## config.mk

```make
export PLATFORM = sky130hd
export DESIGN_NAME = i2c_multi_pad
export DESIGN_NICKNAME = d
export VERILOG_FILES = /design/src/rtl/i2c_pad_pkg.sv /design/src/rtl/i2c_line_filter.sv /design/src/rtl/i2c_multi_pad.sv
export SDC_FILE = /design/constraint.sdc
export NUM_CORES = 1
export LEC_CHECK = 0
export ABC_AREA = 1
export CORE_MARGIN = 2
export CORE_UTILIZATION = 35
export CTS_CLUSTER_DIAMETER = 50
export CTS_CLUSTER_SIZE = 40
export DETAILED_ROUTE_END_ITERATION = 10
export GPL_ROUTABILITY_DRIVEN = 1
export PLACE_DENSITY = 0.75
export SYNTH_ARGS = -nofsm -noshare
export SYNTH_HDL_FRONTEND = slang
export SYNTH_HIERARCHICAL = 1
export SYNTH_SLANG_ARGS = --single-unit
```

## constraint.sdc

```tcl
create_clock -name wb_clk_i -period 2 [get_ports wb_clk_i]
set_clock_uncertainty 0.05 [all_clocks]
set_input_delay 0.3 -clock wb_clk_i [delete_from_list [all_inputs] [get_ports wb_clk_i]]
set_output_delay 0.3 -clock wb_clk_i [all_outputs]
set_load 0.1 [all_outputs]
```

## src/rtl/i2c_pad_pkg.sv

```systemverilog
// Shared helpers for the I2C pad front-end: select width, pin mapping and filter counter size.
package i2c_pad_pkg;

  localparam int unsigned FiltCntW = 4;

  function automatic int unsigned calc_selw(input int unsigned channels);
    return (channels > 2) ? $clog2(channels) : 1;
  endfunction

  function automatic int unsigned scl_pin(input int unsigned pin_base, input int unsigned k);
    return pin_base + 2 * k;
  endfunction

  function automatic int unsigned sda_pin(input int unsigned pin_base, input int unsigned k);
    return pin_base + 2 * k + 1;
  endfunction

endpackage

```

## src/rtl/i2c_line_filter.sv

```systemverilog
// Two-flop synchroniser followed by a stability filter; idles high so a reset bus reads released.
module i2c_line_filter
  import i2c_pad_pkg::*;
#(
  parameter int unsigned FilterLen = 3
) (
  input  logic clk_i,
  input  logic rst_ni,
  input  logic d_i,
  output logic q_o
);

  logic                sync1_q, sync2_q;
  logic                filt_q, filt_d;
  logic [FiltCntW-1:0] cnt_q, cnt_d;

  // Count cycles the synchronised value disagrees with the filtered one; any agreement restarts.
  always_comb begin
    filt_d = filt_q;
    cnt_d  = '0;
    if (sync2_q != filt_q) begin
      if (cnt_q == FiltCntW'(FilterLen - 1)) begin
        filt_d = sync2_q;
      end else begin
        cnt_d = cnt_q + FiltCntW'(1);
      end
    end
  end

  always_ff @(posedge clk_i or negedge rst_ni) begin
    if (!rst_ni) begin
      sync1_q <= 1'b1;
      sync2_q <= 1'b1;
      filt_q  <= 1'b1;
      cnt_q   <= '0;
    end else begin
      sync1_q <= d_i;
      sync2_q <= sync1_q;
      filt_q  <= filt_d;
      cnt_q   <= cnt_d;
    end
  end

  assign q_o = filt_q;

endmodule

```

## src/rtl/i2c_multi_pad.sv

```systemverilog
// Multi-bus I2C pad front-end: routes one master to a selectable SCL/SDA pin pair and tracks
// START/STOP/busy on every bus from glitch-filtered inputs.
module i2c_multi_pad
  import i2c_pad_pkg::*;
#(
  parameter int unsigned CHANNELS   = 2,
  parameter int unsigned PIN_BASE   = 8,
  parameter int unsigned IO_WIDTH   = 38,
  parameter int unsigned FILTER_LEN = 3,
  parameter int unsigned OPEN_DRAIN = 1,
  parameter int unsigned SELW       = calc_selw(CHANNELS)
) (
  input  logic                wb_clk_i,
  input  logic                wb_rst_ni,
  input  logic [SELW-1:0]     sel_i,
  input  logic                m_scl_o,
  input  logic                m_scl_oen,
  input  logic                m_sda_o,
  input  logic                m_sda_oen,
  output logic                m_scl_i,
  output logic                m_sda_i,
  input  logic [IO_WIDTH-1:0] io_in,
  output logic [IO_WIDTH-1:0] io_out,
  output logic [IO_WIDTH-1:0] io_oeb,
  output logic [SELW-1:0]     active_o,
  output logic                sel_pending_o,
  output logic [CHANNELS-1:0] bus_busy_o,
  output logic [CHANNELS-1:0] start_o,
  output logic [CHANNELS-1:0] stop_o
);

  logic [CHANNELS-1:0] scl_f, sda_f;
  logic [CHANNELS-1:0] scl_prev_q, sda_prev_q;
  logic [CHANNELS-1:0] busy_q, busy_d, start_q, start_d, stop_q, stop_d;
  logic [SELW-1:0]     active_q, active_d;
  logic                sel_valid, sel_pending, m_drv_low;
  logic                unused_io;

  // Pins outside the channel range are never read.
  assign unused_io = ^io_in;

  for (genvar k = 0; k < CHANNELS; k++) begin : g_ch
    i2c_line_filter #(
      .FilterLen(FILTER_LEN)
    ) u_scl_filt (
      .clk_i (wb_clk_i),
      .rst_ni(wb_rst_ni),
      .d_i   (io_in[scl_pin(PIN_BASE, k)]),
      .q_o   (scl_f[k])
    );

    i2c_line_filter #(
      .FilterLen(FILTER_LEN)
    ) u_sda_filt (
      .clk_i (wb_clk_i),
      .rst_ni(wb_rst_ni),
      .d_i   (io_in[sda_pin(PIN_BASE, k)]),
      .q_o   (sda_f[k])
    );
  end

  // SCL must be high on both sides of the SDA edge, so simultaneous changes never qualify.
  always_comb begin
    start_d = scl_prev_q & scl_f & sda_prev_q & ~sda_f;
    stop_d  = scl_prev_q & scl_f & ~sda_prev_q & sda_f;
    busy_d  = (busy_q | start_d) & ~stop_d;
  end

  assign sel_valid   = 32'(sel_i) < CHANNELS;
  assign sel_pending = sel_valid && (sel_i != active_q);
  assign m_drv_low   = (m_scl_oen & ~m_scl_o) | (m_sda_oen & ~m_sda_o);

  always_comb begin
    active_d = active_q;
    if (sel_pending && !busy_q[active_q] && !m_drv_low) begin
      active_d = sel_i;
    end
  end

  always_ff @(posedge wb_clk_i or negedge wb_rst_ni) begin
    if (!wb_rst_ni) begin
      scl_prev_q <= '1;
      sda_prev_q <= '1;
      busy_q     <= '0;
      start_q    <= '0;
      stop_q     <= '0;
      active_q   <= '0;
    end else begin
      scl_prev_q <= scl_f;
      sda_prev_q <= sda_f;
      busy_q     <= busy_d;
      start_q    <= start_d;
      stop_q     <= stop_d;
      active_q   <= active_d;
    end
  end

  // Gated by reset so every pin lets go the instant reset asserts.
  always_comb begin
    io_out = '0;
    io_oeb = '1;
    if (wb_rst_ni) begin
      for (int unsigned k = 0; k < CHANNELS; k++) begin
        if (SELW'(k) == active_q) begin
          if (OPEN_DRAIN != 0) begin
            io_oeb[scl_pin(PIN_BASE, k)] = ~(m_scl_oen & ~m_scl_o);
            io_oeb[sda_pin(PIN_BASE, k)] = ~(m_sda_oen & ~m_sda_o);
          end else begin
            io_out[scl_pin(PIN_BASE, k)] = m_scl_o;
            io_out[sda_pin(PIN_BASE, k)] = m_sda_o;
            io_oeb[scl_pin(PIN_BASE, k)] = ~m_scl_oen;
            io_oeb[sda_pin(PIN_BASE, k)] = ~m_sda_oen;
          end
        end
      end
    end
  end

  assign m_scl_i       = scl_f[active_q];
  assign m_sda_i       = sda_f[active_q];
  assign active_o      = active_q;
  assign sel_pending_o = sel_pending;
  assign bus_busy_o    = busy_q;
  assign start_o       = start_q;
  assign stop_o        = stop_q;

endmodule

```

==> reports/results.txt <==
Synthesized instance count -> 247
HPWL Detailed -> 2.39 mm
Nets -> 330
Vias per cell -> 3.78
GRT Util Overall -> 8.94%
Post-synth top flop -> dfrtp_1
Period minus WS final -> 1.81 ns
R2R Path Start -> g_ch[0].u_scl_filt/cnt_q[0]$_DFF_PN0_
Max Freq -> 552 MHz
Area leader, netlist -> dfrtp_1
Critical Path Slowest Stage Cell -> dlygate4sd3_1
Share of cells above drive strength 1 -> 21.9%
WP data required -> 1.65 ns
Initial antenna violation count -> 1
Static Leak -> 1.33 nW
H-tree lvl count -> 2
Max cap viols -> 0
Clock root cell -> clkbuf_8
Post-synth EDFFs -> 0
I/O Pins -> 131
Tcrit/Tclk final -> 90.6%
Min-delay src -> g_ch[1].u_scl_filt/sync1_q$_DFF_PN1_
Peak per-stage delay on the critical path -> 0.57 ns
Pin count of the biggest net entering global routing -> 37
RSZ-0062 raised after global routing -> false
Cell Count, Final, Fillers Out -> 356
Inst Count DP -> 346
Maximum clock path buffer count -> 2
Setup WS pre-CTS -> 0.337 ns
R2R depth -> 5
Power Total -> 4.14 mW
Critical Path Start -> wb_rst_ni
Reg-to-reg setup timing slack -> 0.91 ns
CP Depth -> 4
Kind of cell adding the most delay to the critical path -> buffers and inverters
Critical path buffer and inverter count -> 3
Startpoint type of the worst setup path -> input pin
Initial Util -> 35.8%
Number of DRC markers in iteration 0 -> 42
Synth async-reset ratio -> 100%
Top cells by count, synth -> buf_4 (72), nand2_1 (34), inv_1 (28)
Core area -> 6310 µm²
Via count -> 1346
Vias in the first global route -> 1145
Slew Viols, Final -> 0
RD Place Congestion -> 0.671
CTS Buf Count -> 5
Reg2reg end -> g_ch[0].u_scl_filt/cnt_q[0]$_DFF_PN0_
Fin area -> 2540 µm²
Critical Path Sink Type -> output pin
Horiz. Die Dim -> 84.4 µm
Worst vdd ir -> 1.08 mV
First-pass GRT wire length -> 4.99 mm
Number of remaining DRC errors -> 0
Final setup violation count -> 0
Setup WS post-layout -> 0.188 ns
DR WL/cell -> 8.44 µm
Clk slew on worst S/H paths -> 0.07 ns
Layout area overhead -> 12.6%
CP Class -> input pin to output pin
Synthesized area per cell -> 9.15 µm²
Synth cell types -> 20
Clock latency on the worst-skew pair -> 0.28 ns
Post CTS Setup Buffer Count -> 0
Synth top area share -> 25.5%
Die Ht -> 84.4 µm
PortBufs -> 24
CTS tree -> yes
Clock Sinks -> 39
Synth Register Bits -> 39
Crit Path Max Fanout -> 8
Utilization after layout -> 40.3%
Power Dens Cells -> 1630 nW/µm²
Ys Warns -> 6
End of the critical path -> io_oeb[10]
Syn Std Cell Area -> 2260 µm²
WP data arrival -> 1.46 ns
Outcome -> finished clean
Hold Path Class -> register to register
Die ar. -> 7110 µm²
Most frequent cell after synthesis -> buf_4
Final hold violations -> 0
Top area cells in the synthesized netlist -> dfrtp_1 (25%), buf_4 (24%), dfstp_2 (19%)
Grt total ovfl -> 0
Placed Area -> 2400 µm²
Worst-path cell chain -> dlygate4sd3_1 > buf_2 > nand3_1 > buf_12
Pre-antenna DRT Iters -> 3
FP Rows -> 29
Sequential share of the synthesized area -> 44.1%
Post-Route WL -> 3.01 mm
ANT nets after route -> 0
## what timing repair did
action | in CTS | in global routing
endpoints found under the hold margin | 3 | 0
setup endpoints to repair | 0 | 0
hold buffers | 1 | 0
resized for setup | 0 | 0
## metrics by stage
step	hold slack (ns)	setup TNS [ns]
finish	0.301	0
global route	0.302	0
CTS	0.304	0
detailed placement	0.0843	0
global placement	0.0820	0
floorplan	-0.0456	-0.0823
## cell type report
type                            count  area [µm²]
Clock buffer                        6        72.6
Tap cell                           77        96.3
Timing Repair Buffer               26         318
Antenna cell                        1        2.50
Multi-Input combinational cell    176         886
Fill cell                         611        3770
Sequential cell                    39         997
Clock inverter                      2        60.1
Inverter                           29         111
## metal layers
| metal | vias to the layer above | GRT usage, % | routed length [µm] |
|---|---|---|---|
| met5 | - | 0 | 0 |
| met4 | 0 | 4.33 | 49 |
| met3 | 4 | 3.93 | 333 |
| met2 | 64 | 14.0 | 1460 |
| met1 | 605 | 10.5 | 1170 |
| li1 | 673 | - | - |
## how the worst min path moves through the flow
| stage | to | depth (start not counted) |
|---|---|---|
| 6_report | g_ch[1].u_scl_filt/sync2_q$_DFF_PN1_ | 0 |
| 3_3_place_gp | start_o[0]$_DFF_PN0_ | 1 |
| 2_1_floorplan | active_o$_DFFE_PN0P_ | 0 |
| 4_1_cts | g_ch[1].u_scl_filt/sync2_q$_DFF_PN1_ | 0 |
| 5_1_grt | g_ch[1].u_scl_filt/sync2_q$_DFF_PN1_ | 0 |
| 3_5_place_dp | start_o[0]$_DFF_PN0_ | 1 |
## cells in the final DEF, fill, tap and decap left out
cell | Yosys | layout
conb_1 | 2 | 72
nand2_1 | 34 | 34
inv_1 | 28 | 28
dfrtp_1 | 23 | 22
dfstp_2 | 16 | 16
nor2_1 | 14 | 14
nand3_1 | 12 | 12
clkdlybuf4s50_1 | 0 | 9
nor2_2 | 8 | 8
ha_1 | 8 | 8
buf_12 | 0 | 8
buf_4 | 72 | 7
nand4_1 | 6 | 6
nand2_2 | 5 | 5
clkbuf_8 | 0 | 5
xnor2_1 | 4 | 4
nand2_4 | 4 | 4
o21ai_1 | 5 | 4
a21oi_1 | 2 | 2
bufinv_16 | 0 | 2
diode_2 | 0 | 1
inv_4 | 1 | 1
xor2_4 | 0 | 1
o21ai_2 | 0 | 1
nand3_2 | 1 | 1
dfrtp_2 | 0 | 1
clkbuf_1 | 0 | 1
dlygate4sd3_1 | 0 | 1
buf_2 | 0 | 1
## flip-flops by register name, summed over array words and instances (netlist names)
name / cells
g_ch.u_sda_filt/sync1_q: 2
active_o: 1
g_ch.u_sda_filt/cnt_q: 8
g_ch.u_sda_filt/sync2_q: 2
g_ch.u_scl_filt/sync1_q: 2
start_o: 2
g_ch.u_scl_filt/cnt_q: 8
bus_busy_o: 2
g_ch.u_scl_filt/q_o: 2
sda_prev_q: 2
g_ch.u_scl_filt/sync2_q: 2
scl_prev_q: 2
stop_o: 2
g_ch.u_sda_filt/q_o: 2
## kinds of logic (layout without fill, tap and decap cells)
family	after synthesis	after routing	synth area share [%]
xor+xnor	5	5	1.94
flops	39	39	44.1
simple gates	84	84	18.3
buf+inv	102	63	29.3
fa+ha+maj	8	8	4.43
compound gates	7	7	1.55
other cells	2	73	0.332
## power breakdown
group          internal (mW)  total [mW]  switching, mW
sequential              1.06        1.31          0.251
clock                  0.498       0.750          0.251
combinational          0.488        2.08           1.59
total                   2.05        4.14           2.09
(Power assumes the default switching activity.)
